## src/rtl/mem_arb_rr_if.sv

```systemverilog
// Request/memory/response bundle between the miss handlers, mem_arb_rr and the shared memory port.
// The slave side is the arbiter; the master side drives requests and memory responses.
interface mem_arb_rr_if #(
    parameter int NUM_PORTS       = 2,
    parameter int PA_WIDTH        = 32,
    parameter int LINE_WIDTH      = 128,
    parameter int MAX_OUTSTANDING = 4
);
    localparam int PORT_BITS = (NUM_PORTS > 1) ? $clog2(NUM_PORTS) : 1;
    localparam int SEQ_BITS  = $clog2(MAX_OUTSTANDING);
    localparam int ID_WIDTH  = PORT_BITS + SEQ_BITS;

    logic [NUM_PORTS-1:0]            i_req_valid;
    logic [NUM_PORTS-1:0]            o_req_ready;
    logic [NUM_PORTS*PA_WIDTH-1:0]   i_req_addr;
    logic [NUM_PORTS*LINE_WIDTH-1:0] i_req_data;
    logic [NUM_PORTS-1:0]            i_req_write;

    logic                            o_mem_enable;
    logic                            i_mem_ready;
    logic [PA_WIDTH-1:0]             o_mem_addr;
    logic [LINE_WIDTH-1:0]           o_mem_data;
    logic                            o_mem_write;
    logic [ID_WIDTH-1:0]             o_mem_id;

    logic                            i_mem_valid;
    logic [ID_WIDTH-1:0]             i_mem_id;
    logic [LINE_WIDTH-1:0]           i_mem_data;

    logic [NUM_PORTS-1:0]            o_resp_valid;
    logic [LINE_WIDTH-1:0]           o_resp_data;
    logic [ID_WIDTH-1:0]             o_resp_id;
    logic                            o_err_spurious;

    modport slave (
        input  i_req_valid, i_req_addr, i_req_data, i_req_write,
        input  i_mem_ready, i_mem_valid, i_mem_id, i_mem_data,
        output o_req_ready,
        output o_mem_enable, o_mem_addr, o_mem_data, o_mem_write, o_mem_id,
        output o_resp_valid, o_resp_data, o_resp_id, o_err_spurious
    );

    modport master (
        output i_req_valid, i_req_addr, i_req_data, i_req_write,
        output i_mem_ready, i_mem_valid, i_mem_id, i_mem_data,
        input  o_req_ready,
        input  o_mem_enable, o_mem_addr, o_mem_data, o_mem_write, o_mem_id,
        input  o_resp_valid, o_resp_data, o_resp_id, o_err_spurious
    );
endinterface

```

## src/rtl/mem_arb_rr.sv

```systemverilog
// Round-robin N-port memory arbiter with per-port read credits and tagged response routing; request seen on memory 1 cycle after grant, response 1 cycle after return.
// A stalled memory port freezes the output stage and withholds all grants; ports out of read credits are skipped.
module mem_arb_rr #(
    parameter int NUM_PORTS       = 2,
    parameter int PA_WIDTH        = 32,
    parameter int LINE_WIDTH      = 128,
    parameter int MAX_OUTSTANDING = 4
) (
    input  logic        clk,
    input  logic        rst,
    mem_arb_rr_if.slave bus
);
    localparam int PORT_BITS = (NUM_PORTS > 1) ? $clog2(NUM_PORTS) : 1;
    localparam int SEQ_BITS  = $clog2(MAX_OUTSTANDING);
    localparam int ID_WIDTH  = PORT_BITS + SEQ_BITS;
    localparam int CRED_BITS = SEQ_BITS + 1;
    localparam logic [CRED_BITS-1:0] CRED_FULL = CRED_BITS'(MAX_OUTSTANDING);

    logic [PORT_BITS-1:0]  rr_ptr_q, rr_ptr_d;
    logic [SEQ_BITS-1:0]   seq_q     [NUM_PORTS];
    logic [SEQ_BITS-1:0]   seq_d     [NUM_PORTS];
    logic [CRED_BITS-1:0]  credits_q [NUM_PORTS];
    logic [CRED_BITS-1:0]  credits_d [NUM_PORTS];

    logic                  mem_en_q, mem_en_d;
    logic [PA_WIDTH-1:0]   mem_addr_q, mem_addr_d;
    logic [LINE_WIDTH-1:0] mem_data_q, mem_data_d;
    logic                  mem_wr_q, mem_wr_d;
    logic [ID_WIDTH-1:0]   mem_id_q, mem_id_d;

    logic [NUM_PORTS-1:0]  resp_vld_q, resp_vld_d;
    logic [LINE_WIDTH-1:0] resp_data_q, resp_data_d;
    logic [ID_WIDTH-1:0]   resp_id_q, resp_id_d;
    logic                  err_q, err_d;

    logic [NUM_PORTS-1:0]  elig;
    logic                  gnt_vld;
    logic [PORT_BITS-1:0]  gnt_idx;
    logic                  stage_free;
    logic                  accept;
    logic [NUM_PORTS-1:0]  gnt_oh;
    logic [PA_WIDTH-1:0]   sel_addr;
    logic [LINE_WIDTH-1:0] sel_data;
    logic                  sel_wr;
    logic [SEQ_BITS-1:0]   sel_seq;
    logic [PORT_BITS-1:0]  resp_port;
    logic [NUM_PORTS-1:0]  resp_hit;

    assign stage_free = !mem_en_q || bus.i_mem_ready;
    assign accept     = gnt_vld && stage_free && !rst;
    assign resp_port  = bus.i_mem_id[ID_WIDTH-1 -: PORT_BITS];

    // Writes are posted, so they never wait on a read credit.
    always_comb begin
        elig = '0;
        for (int p = 0; p < NUM_PORTS; p++) begin
            elig[p] = bus.i_req_valid[p] && (bus.i_req_write[p] || (credits_q[p] != '0));
        end
    end

    // Two passes: ports at or above rr_ptr first, then the wrapped-around ones.
    always_comb begin
        gnt_vld = 1'b0;
        gnt_idx = '0;
        for (int p = 0; p < NUM_PORTS; p++) begin
            if (!gnt_vld && elig[p] && (p >= int'(rr_ptr_q))) begin
                gnt_vld = 1'b1;
                gnt_idx = PORT_BITS'(p);
            end
        end
        for (int p = 0; p < NUM_PORTS; p++) begin
            if (!gnt_vld && elig[p] && (p < int'(rr_ptr_q))) begin
                gnt_vld = 1'b1;
                gnt_idx = PORT_BITS'(p);
            end
        end
    end

    always_comb begin
        gnt_oh   = '0;
        sel_addr = '0;
        sel_data = '0;
        sel_wr   = 1'b0;
        sel_seq  = '0;
        for (int p = 0; p < NUM_PORTS; p++) begin
            if (gnt_idx == PORT_BITS'(p)) begin
                gnt_oh[p] = accept;
                sel_addr  = bus.i_req_addr[p*PA_WIDTH +: PA_WIDTH];
                sel_data  = bus.i_req_data[p*LINE_WIDTH +: LINE_WIDTH];
                sel_wr    = bus.i_req_write[p];
                sel_seq   = seq_q[p];
            end
        end
    end

    // A response only counts if its port exists and actually has a read outstanding.
    always_comb begin
        resp_hit = '0;
        for (int p = 0; p < NUM_PORTS; p++) begin
            resp_hit[p] = bus.i_mem_valid && (resp_port == PORT_BITS'(p)) &&
                          (credits_q[p] != CRED_FULL);
        end
    end

    always_comb begin
        mem_en_d   = mem_en_q;
        mem_addr_d = mem_addr_q;
        mem_data_d = mem_data_q;
        mem_wr_d   = mem_wr_q;
        mem_id_d   = mem_id_q;
        rr_ptr_d   = rr_ptr_q;
        seq_d      = seq_q;
        credits_d  = credits_q;

        if (stage_free) begin
            mem_en_d = accept;
        end
        if (accept) begin
            mem_addr_d = sel_addr;
            mem_data_d = sel_data;
            mem_wr_d   = sel_wr;
            mem_id_d   = {gnt_idx, sel_seq};
            rr_ptr_d   = (int'(gnt_idx) == NUM_PORTS - 1) ? '0 : gnt_idx + 1'b1;
        end

        for (int p = 0; p < NUM_PORTS; p++) begin
            if (gnt_oh[p] && !sel_wr) begin
                seq_d[p] = seq_q[p] + 1'b1;
            end
            credits_d[p] = credits_q[p]
                         + CRED_BITS'(resp_hit[p])
                         - CRED_BITS'(gnt_oh[p] && !sel_wr);
        end

        resp_vld_d  = resp_hit;
        resp_data_d = resp_data_q;
        resp_id_d   = resp_id_q;
        if (|resp_hit) begin
            resp_data_d = bus.i_mem_data;
            resp_id_d   = bus.i_mem_id;
        end
        err_d = bus.i_mem_valid && !(|resp_hit);
    end

    always_ff @(posedge clk) begin
        if (rst) begin
            rr_ptr_q    <= '0;
            mem_en_q    <= 1'b0;
            mem_addr_q  <= '0;
            mem_data_q  <= '0;
            mem_wr_q    <= 1'b0;
            mem_id_q    <= '0;
            resp_vld_q  <= '0;
            resp_data_q <= '0;
            resp_id_q   <= '0;
            err_q       <= 1'b0;
            for (int p = 0; p < NUM_PORTS; p++) begin
                seq_q[p]     <= '0;
                credits_q[p] <= CRED_FULL;
            end
        end else begin
            rr_ptr_q    <= rr_ptr_d;
            mem_en_q    <= mem_en_d;
            mem_addr_q  <= mem_addr_d;
            mem_data_q  <= mem_data_d;
            mem_wr_q    <= mem_wr_d;
            mem_id_q    <= mem_id_d;
            resp_vld_q  <= resp_vld_d;
            resp_data_q <= resp_data_d;
            resp_id_q   <= resp_id_d;
            err_q       <= err_d;
            for (int p = 0; p < NUM_PORTS; p++) begin
                seq_q[p]     <= seq_d[p];
                credits_q[p] <= credits_d[p];
            end
        end
    end

    assign bus.o_req_ready    = gnt_oh;
    assign bus.o_mem_enable   = mem_en_q;
    assign bus.o_mem_addr     = mem_addr_q;
    assign bus.o_mem_data     = mem_data_q;
    assign bus.o_mem_write    = mem_wr_q;
    assign bus.o_mem_id       = mem_id_q;
    assign bus.o_resp_valid   = resp_vld_q;
    assign bus.o_resp_data    = resp_data_q;
    assign bus.o_resp_id      = resp_id_q;
    assign bus.o_err_spurious = err_q;
endmodule

```

## src/flat_wrapper.sv

```systemverilog
// flat-port wrapper written by rule: the top's interface ports become plain ports
module mem_arb_rr_flat 
#(
    parameter int NUM_PORTS       = 2,
    parameter int PA_WIDTH        = 32,
    parameter int LINE_WIDTH      = 128,
    parameter int MAX_OUTSTANDING = 4
)
  (clk, rst, bus_i_req_valid, bus_i_req_addr, bus_i_req_data, bus_i_req_write, bus_i_mem_ready, bus_i_mem_valid, bus_i_mem_id, bus_i_mem_data, bus_o_req_ready, bus_o_mem_enable, bus_o_mem_addr, bus_o_mem_data, bus_o_mem_write, bus_o_mem_id, bus_o_resp_valid, bus_o_resp_data, bus_o_resp_id, bus_o_err_spurious);
  mem_arb_rr_if #(.NUM_PORTS(NUM_PORTS), .PA_WIDTH(PA_WIDTH), .LINE_WIDTH(LINE_WIDTH), .MAX_OUTSTANDING(MAX_OUTSTANDING)) bus_i ();
  input  logic clk;
  input  logic rst;
  input wire logic [$bits(bus_i.i_req_valid)-1:0] bus_i_req_valid;
  input wire logic [$bits(bus_i.i_req_addr)-1:0] bus_i_req_addr;
  input wire logic [$bits(bus_i.i_req_data)-1:0] bus_i_req_data;
  input wire logic [$bits(bus_i.i_req_write)-1:0] bus_i_req_write;
  input wire logic [$bits(bus_i.i_mem_ready)-1:0] bus_i_mem_ready;
  input wire logic [$bits(bus_i.i_mem_valid)-1:0] bus_i_mem_valid;
  input wire logic [$bits(bus_i.i_mem_id)-1:0] bus_i_mem_id;
  input wire logic [$bits(bus_i.i_mem_data)-1:0] bus_i_mem_data;
  output wire logic [$bits(bus_i.o_req_ready)-1:0] bus_o_req_ready;
  output wire logic [$bits(bus_i.o_mem_enable)-1:0] bus_o_mem_enable;
  output wire logic [$bits(bus_i.o_mem_addr)-1:0] bus_o_mem_addr;
  output wire logic [$bits(bus_i.o_mem_data)-1:0] bus_o_mem_data;
  output wire logic [$bits(bus_i.o_mem_write)-1:0] bus_o_mem_write;
  output wire logic [$bits(bus_i.o_mem_id)-1:0] bus_o_mem_id;
  output wire logic [$bits(bus_i.o_resp_valid)-1:0] bus_o_resp_valid;
  output wire logic [$bits(bus_i.o_resp_data)-1:0] bus_o_resp_data;
  output wire logic [$bits(bus_i.o_resp_id)-1:0] bus_o_resp_id;
  output wire logic [$bits(bus_i.o_err_spurious)-1:0] bus_o_err_spurious;
  assign bus_i.i_req_valid = bus_i_req_valid;
  assign bus_i.i_req_addr = bus_i_req_addr;
  assign bus_i.i_req_data = bus_i_req_data;
  assign bus_i.i_req_write = bus_i_req_write;
  assign bus_i.i_mem_ready = bus_i_mem_ready;
  assign bus_i.i_mem_valid = bus_i_mem_valid;
  assign bus_i.i_mem_id = bus_i_mem_id;
  assign bus_i.i_mem_data = bus_i_mem_data;
  assign bus_o_req_ready = bus_i.o_req_ready;
  assign bus_o_mem_enable = bus_i.o_mem_enable;
  assign bus_o_mem_addr = bus_i.o_mem_addr;
  assign bus_o_mem_data = bus_i.o_mem_data;
  assign bus_o_mem_write = bus_i.o_mem_write;
  assign bus_o_mem_id = bus_i.o_mem_id;
  assign bus_o_resp_valid = bus_i.o_resp_valid;
  assign bus_o_resp_data = bus_i.o_resp_data;
  assign bus_o_resp_id = bus_i.o_resp_id;
  assign bus_o_err_spurious = bus_i.o_err_spurious;
  mem_arb_rr #(.NUM_PORTS(NUM_PORTS), .PA_WIDTH(PA_WIDTH), .LINE_WIDTH(LINE_WIDTH), .MAX_OUTSTANDING(MAX_OUTSTANDING)) u_core (.clk(clk), .rst(rst), .bus(bus_i));
endmodule
```

## config.mk

```make
export PLATFORM = sky130hd
export DESIGN_NAME = mem_arb_rr_flat
export DESIGN_NICKNAME = d
export VERILOG_FILES = /design/src/rtl/mem_arb_rr_if.sv /design/src/rtl/mem_arb_rr.sv /design/src/flat_wrapper.sv
export SDC_FILE = /design/constraint.sdc
export NUM_CORES = 1
export LEC_CHECK = 0
export CAP_MARGIN = 10
export CORE_AREA = 3 3 298 300
export DETAILED_ROUTE_END_ITERATION = 12
export DIE_AREA = 0 0 301 303
export GPL_ROUTABILITY_DRIVEN = 0
export PLACE_DENSITY = 0.39
export SYNTH_ARGS = -nofsm -noshare
export SYNTH_HDL_FRONTEND = slang
export SYNTH_SLANG_ARGS = --single-unit
```

## constraint.sdc

```tcl
create_clock -name clk -period 4.19 [get_ports clk]
set_input_delay 0.838 -clock clk [delete_from_list [all_inputs] [get_ports clk]]
set_output_delay 0.838 -clock clk [all_outputs]
set_load 0.05 [all_outputs]
```

### After elaboration in Yosys (flattened, before gate mapping)

Index checks and enable logic that the tools add are counted.

| cells by class | value |
|---|---|
| $add $sub $neg | 7 |
| $lt $le $gt $ge | 2 |
| eq/ne operators | 2 |
| muxes and demuxes | 12 |
| bitwise gates (word level) | 1 |
| reduce and logical (&&, ||, !) cells | 27 |

Operators with widths:

| cell | number |
|---|---|
| 128-bit two-way mux | 1 |
| 32-bit two-way mux | 1 |
| 1-bit logical AND | 15 |
| 1-bit two-way mux | 9 |
| 3-bit by 1-bit adder with 3-bit output | 2 |
| 1-bit logical NOT | 6 |
| 3-bit != test, second input constant | 2 |
| 3-bit nonzero test | 2 |
| 3-bit by 1-bit subtractor with 3-bit output | 2 |
| 2-bit by 1-bit adder with 2-bit output, second input constant | 2 |
| 1-bit logical OR | 3 |
| 2-bit two-way mux | 1 |
| 2-bit OR reduction | 1 |
| 1-bit adder, second input constant | 1 |
| 1-bit >= comparator, first input constant | 1 |
| 1-bit < comparator, first input constant | 1 |
| 1-bit inverter | 1 |

| word-level totals | value |
|---|---|
| register bits | 310 |
| bits of input ports | 459 |
| output and inout port bits | 301 |
| logic and storage cells | 65 |

### Logic depth before layout (Yosys ltp)

Gate-level depths: netlist (run 1).

| depth | value |
|---|---|
| depth after elaboration | 17 |
| depth in mapped cells | 11 |
| depth with buffers taken out | 11 |

### Worst setup path after synthesis (run 1)

OpenSTA, ideal clock, no wires.

| path | value |
|---|---|
| path kind | input to register |
| from | input port bus_i_req_write[1] |
| to | register u_core.credits_q[5] (netlist bit) |
| setup time | 126 ps |
| data arrival time | 3442 ps |
| required time | 4064 ps |
| slack | 622 ps |
| stages | 11 |
| buffers on the path | 0 |
| cell sequence | o41a_1 -> a2111oi_4 -> nand2_1 -> inv_1 -> ha_1 -> inv_1 -> ha_1 -> fa_1 -> xnor2_1 -> xnor2_1 -> nand2_1 |

| between the ends | value |
|---|---|
| longest elaborated chain between the ends | 13 |

Ends and longest elaborated chain:

| what | line | text |
|---|---|---|
| from (decl) | flat_wrapper.sv:16 | `input wire logic [$bits(bus_i.i_req_write)-1:0] bus_i_req_write;` |
| 1-bit logical OR (*) | mem_arb_rr.sv:57 | `elig[p] = bus.i_req_valid[p] && (bus.i_req_write[p] \|\| (credits_q[p] != '0));` |
| 1-bit logical AND (*) | mem_arb_rr.sv:57 |  |
| 1-bit logical AND (*) | mem_arb_rr.sv:66 | `if (!gnt_vld && elig[p] && (p >= int'(rr_ptr_q))) begin` |
| 1-bit two-way mux | mem_arb_rr.sv:66 |  |
| 1-bit logical NOT | mem_arb_rr.sv:72 | `if (!gnt_vld && elig[p] && (p < int'(rr_ptr_q))) begin` |
| 1-bit logical AND (2 in series) | mem_arb_rr.sv:72 |  |
| 1-bit two-way mux | mem_arb_rr.sv:72 |  |
| 1-bit logical AND (2 in series) | mem_arb_rr.sv:50 | `assign accept = gnt_vld && stage_free && !rst;` |
| 1-bit two-way mux (*) | mem_arb_rr.sv:86 | `if (gnt_idx == PORT_BITS'(p)) begin` |
| named net bus_o_req_ready[0] | flat_wrapper.sv:21 | `output wire logic [$bits(bus_i.o_req_ready)-1:0] bus_o_req_ready;` |
| 1-bit logical AND (*) | mem_arb_rr.sv:132 | `- CRED_BITS'(gnt_oh[p] && !sel_wr);` |
| 3-bit by 1-bit subtractor with 3-bit output (*) | mem_arb_rr.sv:132 |  |
| to (signal, indexed assignment) | mem_arb_rr.sv:174 | `credits_q[p] <= credits_d[p];` |
| to (decl) | mem_arb_rr.sv:22 | `logic [CRED_BITS-1:0] credits_q [NUM_PORTS];` |

The timed path passes the listed nets; every way through them passes the cells marked *.
A chain may end at the register's enable or synchronous reset.

### Final worst setup path (run 1)

| path | value |
|---|---|
| from | input port bus_i_req_write[1] |
| to | output port bus_o_req_ready[0] |

| between the ends | value |
|---|---|
| longest elaborated chain between the ends | 11 |

Ends and longest elaborated chain:

| what | line |
|---|---|
| 1-bit logical OR (*) | mem_arb_rr.sv:57 |
| 1-bit logical AND (*) | mem_arb_rr.sv:57 |
| 1-bit logical AND (*) | mem_arb_rr.sv:66 |
| 1-bit two-way mux | mem_arb_rr.sv:66 |
| 1-bit logical NOT | mem_arb_rr.sv:72 |
| 1-bit logical AND (2 in series) | mem_arb_rr.sv:72 |
| 1-bit two-way mux | mem_arb_rr.sv:72 |
| 1-bit logical AND (2 in series) | mem_arb_rr.sv:50 |
| 1-bit two-way mux (*) | mem_arb_rr.sv:86 |
| to (decl) | flat_wrapper.sv:21 |

Mark *: on every way between the ends. The rest lies on a longest branch, timed or not.

==> impl_results.md, run 1 <==
- PwrDens: between 400 and 500 nW/um^2
- CP endpoint kind: output pin
- Layout area overhead: 85.2%
- Min-Delay Path Class: flop to flop
- Seq/Total Area, Yosys: 51.8%
- Clk sinks: 310
- Area share of the largest cell type after synthesis: 51.8%
- CTS clk-pin slew, worst paths: about 0.05 ns
- Final-layout fill cell count: 9436
- Status: finished, final reports clean
- First-pass GRT wire length: 87.0 mm
- Mean Syn Cell Area: roughly 7.7 sq um
- Drt initial violations: between 500 and 600
- Top cells by area, synth: dfxtp_1 (52%), nand2_1 (19%), a31oi_1 (8.5%)
- GR Util met2: 21.9%
- Actual slew at the worst max-slew pin: about 0.77 ns
- Drt first pass iters: 5
- Comb pwr share: between 30% and 40%
- Commonest cells post-synth: nand2_1 (591), dfxtp_1 (310), a31oi_1 (162), o21ai_0 (162), a21oi_1 (133)
- RSZ-0062 raised after global routing: false
- Synthesized instance count: 1557
- Pin count of the biggest net entering global routing: 179
- Mapped Nets: around 2000
- Max Slew Vio Count: 0
- Switching power: a little under 4 mW
- GRT Util Overall: between 10% and 20%
- Switching share of power: roughly 37%
- Final setup skew: between 0.01 and 0.015 ns
- Vias in the first global route: 13697
- Clk pwr share: 32.7%
- Initial antenna violation count: 5
- DP HPWL: ~45 mm
- Worst vdd rail ir drop: around 0.23 mV
- CP cell instances: clkdlybuf4s50_1, o41a_1, a2111oi_4, buf_4, buf_12
- Asr flop ratio synth: 0%
- Synthesis warning total: 0
- # resized after CTS: 0
- CTS buffer count: 43
- Pint: roughly 6.7 mW
- Critical-path top delay cell: clkdlybuf4s50_1
- Max frequency: 296 MHz
- Tcrit/Tclk final: about four fifths
- Slew HR: between 40 and 50%
- Worst Hold Depth: 2
- Leak: about 7.9 nW
- Number of max-cap violations: 0
- Syn Std Cell Area: 12000 sq um
- ANT nets after route: 0
- Max clock buf depth: 3
- Largest stage delay, worst path: around 0.47 ns
- Synth cell types: 38
- Port Buffer Count: roughly 760
- Post-route DRC: 0
- Final min period: ~3.4 ns
- Layout cell share with drive strength beyond 1: approximately 4.2%
- Setup WS post-layout: about 0.8 ns
- Vias/cell: between 3 and 4
- Die Area: between 90000 and 100000 sq um
- Crit path kind: input port to output pin
- Clock root cell: clkbuf_16
- Maximum fanout along the worst path: 4
- Fin. Hold Viols: 0
- Fin util: about a quarter
- Met3 Use GR: about 4.7%
- Count leader, synth: nand2_1
- Vias: ~14000
- Commonest register cell after synthesis: dfxtp_1
- Initial Utilization: between 10% and 20%
- Place WS: approximately 0.47 ns
- Row cnt: between 100 and 150
- R2R depth: 11
- Post-CTS setup buffer count: 0
- Critical path required time: 3.35 ns
- Clk_lat worst skew: around 0.56 ns
- Core area: slightly below 90000 sq um
- Average wire per standard cell: around 18 um
- Crit path DAT: between 2 and 3 ns
- Sequential share of power: between 30% and 40%
- CTS tree: yes
- GRT overflow: 0
- Setup Viol. Count Final: 0
- Die Span X: 301 um
- Io pins: 760
- Die H: between 300 and 400 um
- Htree depth: 2
- WL final: roughly 60 mm
- Met1 GRT Util: 13.8%
- Worst setup SP type: input port
- Synth area leader: dfxtp_1
- Final TNS setup: 0 ns
- Busiest grt layer: met2
- Layout Nets: 2719
- EDFF count, synth: 0
- Yosys reg bits: 310
- Hold_buf cts: 0
## sequential cells by signal (all words and copies together) (netlist names)
signal and cells:
u_core.bus.o_mem_write 1, u_core.bus.o_resp_id 3, u_core.bus.o_resp_valid 2, u_core.credits_q 6
u_core.bus.o_mem_addr 32, u_core.seq_q 4, u_core.bus.o_resp_data 128, u_core.bus.o_mem_id 3
u_core.bus.o_err_spurious 1, u_core.bus.o_mem_data 128, u_core.bus.o_mem_enable 1, u_core.rr_ptr_q 1
## per-layer routing
| layer | wire (um) | share of wire (%) | up-vias |
|---|---|---|---|
| li1 | - | - | 6662 |
| met1 | 23200 | 38 | 6337 |
| met2 | 30100 | 50 | 549 |
| met3 | 5760 | 9.5 | 70 |
| met4 | 1410 | 2.3 | 0 |
| met5 | 0 | 0 | - |
## worst paths after layout
| path | start | slack [ns] | end |
|---|---|---|---|
| setup reg to reg | u_core.credits_q[1] | 1.35 | u_core.credits_q[5] |
| hold / removal | u_core.bus.o_resp_data[8] | 0.45 | u_core.bus.o_resp_data[8] |
| hold reg to reg | u_core.bus.o_resp_data[8] | 0.45 | u_core.bus.o_resp_data[8] |
| setup / recovery | bus_i_req_write[1] | 0.81 | bus_o_req_ready[0] |
## placed cells by master (no fill, tap or decap), types with 4 or more instances in the layout
cell type | netlist | final
nor2b_1 | 5 | 5
a21oi_1 | 133 | 133
nand2_1 | 591 | 591
diode_2 | 0 | 5
clkdlybuf4s50_1 | 0 | 756
a31oi_1 | 162 | 162
nor2_1 | 6 | 6
ha_1 | 4 | 4
xnor2_1 | 4 | 4
clkbuf_16 | 0 | 44
o21ai_0 | 162 | 162
buf_12 | 0 | 14
buf_4 | 2 | 16
clkinv_2 | 0 | 5
clkbuf_1 | 86 | 17
dfxtp_1 | 310 | 310
inv_1 | 15 | 14
## layout make-up
cell class                      count  area (sq um)  share of cell area, %
Antenna cell                        5          12.5                 0.0564
Timing Repair Buffer              786          7970                   35.9
Tap cell                         1155          1450                   6.51
Clock buffer                       64          1210                   5.44
Clock inverter                     10          96.3                  0.434
Multi-Input combinational cell   1098          5190                   23.4
Inverter                           15          58.8                  0.265
Sequential cell                   310          6210                   28.0
## power by group through the flow
stage,sequential (mW),combinational [mW],clock [mW]
floorplan,4.72,0.931,0
CTS,3.52,3.69,3.64
finish,3.51,3.63,3.47
global route,3.56,3.87,3.75
global placement,3.56,3.67,0
detailed placement,3.57,3.67,0
## through the flow
step	hold WS [ns]	total power [mW]	instance area (sq um)	std cells
final	0.447	10.6	22200	3443
after global routing	0.469	11.2	22200	3442
after CTS	0.451	10.8	22200	3438
after detailed placement	0.443	7.25	20900	3364
after global placement	0.438	7.24	20900	3364
after floorplan	0.436	5.65	12000	1557
## cells by family (layout without fill, tap and decap cells)
| logic type | after synthesis | after routing | synth area share [%] |
|---|---|---|---|
| mux | 1 | 1 | 0.0836 |
| xor+xnor | 4 | 4 | 0.293 |
| simple gates | 614 | 614 | 19.6 |
| flops | 310 | 310 | 51.8 |
| compound gates | 473 | 473 | 22.2 |
| fa+ha+maj | 6 | 6 | 0.752 |
| buf+inv | 149 | 875 | 5.24 |
| other cells | 0 | 5 | 0 |
## worst max-delay path: cells and delay by family
family	cells	cell delay, ns
AOI/OAI and AO/OA	2	0.87
buffers and inverters	3	0.82
Power figures use the tool's default switching activity.
==> run 2: changes to the inputs <==
--- a/config.mk
+++ b/config.mk
@@ -6,11 +6,11 @@
 export NUM_CORES = 1
 export LEC_CHECK = 0
 export CAP_MARGIN = 10
-export CORE_AREA = 3 3 298 300
+export CORE_AREA = 3 3 293 295
 export DETAILED_ROUTE_END_ITERATION = 12
-export DIE_AREA = 0 0 301 303
+export DIE_AREA = 0 0 296 298
 export GPL_ROUTABILITY_DRIVEN = 0
-export PLACE_DENSITY = 0.39
+export PLACE_DENSITY = 0.41
 export SYNTH_ARGS = -nofsm -noshare
 export SYNTH_HDL_FRONTEND = slang
 export SYNTH_SLANG_ARGS = --single-unit
==> constraint.sdc (replaced) <==
create_clock -name clk -period 2.72 [get_ports clk]
set_input_delay 0.544 -clock clk [delete_from_list [all_inputs] [get_ports clk]]
set_output_delay 0.544 -clock clk [all_outputs]
set_load 0.05 [all_outputs]
==> run 2 against run 1 <==
Net effect:
- largest cell class unchanged
- critical endpoint is now bus_o_req_ready[1]
- die area is 3.3% lower
- cell count is 0.29% lower
- worst setup slack worse by 0.71 ns
- critical path type unchanged
- via count is 1.2% higher
- largest power group unchanged
- highest routed layer unchanged
==> impl_results.md, run 2 (synthesis gave the netlist of run 1 again) <==
- Post-route DRC: 0 (unchanged)
- Critical-path top delay cell: clkdlybuf4s50_1
- WL final: 61.1 mm (+1.0%)
- Layout Nets: 2783 (+2.4%)
- GRT overflow: 0 (unchanged)
- Final min period: ~2.6 ns
- Core area: 83400 sq um (-3.5%)
- Worst vdd rail ir drop: 0.285 mV (+22%)
- Max Slew Vio Count: 0 (unchanged)
- Port Buffer Count: 759 (unchanged)
- Die Area: 88200 sq um (-3.3%)
- Drt first pass iters: 5 (unchanged)
- Worst Hold Depth: 3 (+1)
- Worst setup SP type: input port
- Comb pwr share: 35.1% (+0.9 points)
- Placed cell area: 21300 sq um (+2.2%)
- CTS buffer count: 40 (-7.0%)
- RSZ-0062 raised after global routing: false
- Crit-path leading delay family: buffers and inverters
- CTS clk-pin slew, worst paths: 0.06 ns (about the same)
- Place WS: -0.510 ns (-0.978 ns)
- Htree depth: 2 (unchanged)
- Most common cell after layout, fill and taps aside: clkdlybuf4s50_1
- Switching power: 6.15 mW (+57%)
- CP cell instances: clkdlybuf4s50_1, o41ai_2, or3_4, buf_4, nor2_1, buf_4, buf_12
- Clk_lat worst skew: 0.56 ns (about the same)
- Reg2reg start: u_core.credits_q[0]
- First-pass GRT wire length: 88.2 mm (+1.3%)
- Clock root cell: clkbuf_16
- Slew HR: 45.0% (-3.4 points)
- Total power: 16.7 mW (+57%)
- Setup slack, reg-to-reg: 0.20 ns (-1.15 ns)
- Fin util: 27.2% (+1.6 points)
- Fin. Hold Viols: 0 (unchanged)
- Clk sinks: 310 (unchanged)
- ANT nets after route: 0 (unchanged)
- Dpl cells: 3352 (-0.36%)
- WHS Endpoint: u_core.bus.o_resp_data[62]
- Vias: 13779 (+1.2%)
- Actual slew at the worst max-slew pin: 0.825 ns (+0.0513 ns)
- Tcrit/Tclk final: between 90% and 100%
- Io pins: 760 (unchanged)
- Largest stage delay, worst path: 0.50 ns (+0.03 ns)
- Die H: 298 um (-1.7%)
- Initial antenna violation count: 4 (-1)
- Number of max-cap violations: 0 (unchanged)
- Die Span X: 296 um (-1.7%)
- Switching share of power: 36.9% (-0.12 points)
- Pin count of the biggest net entering global routing: 73 (-59%)
- Sequential share of power: 32.4% (-0.7 points)
- Row cnt: 106 (-1.9%)
- Worst hold margin: 0.390 ns (-0.0567 ns)
- Setup Viol. Count Final: 0 (unchanged)
- Vias/cell: 4.01 (+1.5%)
- GRT Util Overall: 13.0% (+0.64 points)
- Cell mode on critical path: buf_4
- Max clock buf depth: 3 (unchanged)
- Drt initial violations: 587 (+3.5%)
- Min-Delay Path Class: input port to flop
- Critical R2R Capture: u_core.credits_q[5]
- Average wire per standard cell: 17.8 um (+1.3%)
- Max frequency: about 380 MHz
- Pint: 10.5 mW (+57%)
- Status: finished, final reports clean
- Clk pwr share: 32.4% (-0.3 points)
- Setup WS post-layout: 0.105 ns (-0.706 ns)
- Final TNS setup: 0 ns (unchanged)
- R2R depth: 11 (unchanged)
- Vias in the first global route: 13868 (+1.2%)
- Fin cells: 3433 (-0.29%)
- Cell depth of the worst setup path: 7 (+2)
- Initial Utilization: 14.4% (+0.51 points)
- HP Start: rst
- DP HPWL: 46.5 mm (+4.1%)
- Layout cell share with drive strength beyond 1: 7.41% (+3.2 points)
- CTS tree: yes
- Maximum fanout along the worst path: 4 (unchanged)
- Crit path kind: input port to output pin
- Final setup skew: 0.0144 ns (+0.00339 ns)
- Most frequent cells in the layout: clkdlybuf4s50_1 (754), nand2_1 (591), dfxtp_1 (309)
- Leak: 8.31 nW (+4.9%)
- Layout area overhead: 89.7%
- Buf/Inv on CP: 4 (+1)
- Crit path DAT: 2.07 ns (-0.47 ns)
- PwrDens: 733 nW/um^2 (+53%)
- Final standard cell area without fillers: 22700 sq um (+2.4%)
- CP endpoint kind: output pin
- Critical path required time: 2.18 ns (-1.17 ns)
run 2: per-layer routing:
layer | routed length, um | track usage, % | up-vias
li1 | - | - | 6793
met1 | 23100 | 14.0 | 6365
met2 | 31200 | 23.9 | 547
met3 | 5400 | 4.33 | 74
met4 | 1530 | 3.78 | 0
met5 | 0 | 0 | -
run 2: worst register-to-register path, cell delays in order (launching register included):
cell	delay, ns
dfxtp_1	0.31
o41a_1	0.47
a2111oi_4	0.33
nand2_1	0.11
inv_1	0.09
ha_1	0.12
inv_1	0.05
ha_2	0.16
fa_1	0.37
xnor2_1	0.18
xnor2_1	0.13
nand2_1	0.07
run 2: worst max-delay path by stage:
stage,startpoint,slack [ns],to
floorplan,bus_i_req_write[1],-0.47,u_core.credits_q[5]
global placement,bus_i_req_write[0],-0.52,u_core.credits_q[2]
detailed placement,bus_i_req_write[0],-0.51,u_core.credits_q[2]
CTS,bus_i_req_write[1],0.02,bus_o_req_ready[1]
global route,u_core.credits_q[1],0.001,bus_o_req_ready[1]
finish,bus_i_req_valid[1],0.11,bus_o_req_ready[1]
run 2: cell type report:
cell class | instances | area (sq um)
repair buffers | 853 | 8560
inverters | 15 | 58.8
flip-flops and latches | 310 | 6210
fillers | 8887 | 60700
well taps | 1080 | 1350
clock buffers | 60 | 1170
multi-input cells | 1098 | 5210
clock inverters | 13 | 158
diodes | 4 | 10.0
run 2: timing repair:
item,4_1_cts,5_1_grt
setup buffers,1,3
pin swaps,1,2
setup endpoints to repair,1,1
resized for setup,2,5
hold buffers,0,0
run 2: power groups by stage:
| stage | Sequential, mW | Clock [mW] | Combinational, mW |
|---|---|---|---|
| finish | 5.40 | 5.40 | 5.85 |
| global route | 5.47 | 5.80 | 6.24 |
| CTS | 5.41 | 5.64 | 5.94 |
| detailed placement | 5.49 | 0 | 5.91 |
| global placement | 5.48 | 0 | 5.92 |
| floorplan | 7.27 | 0 | 1.44 |
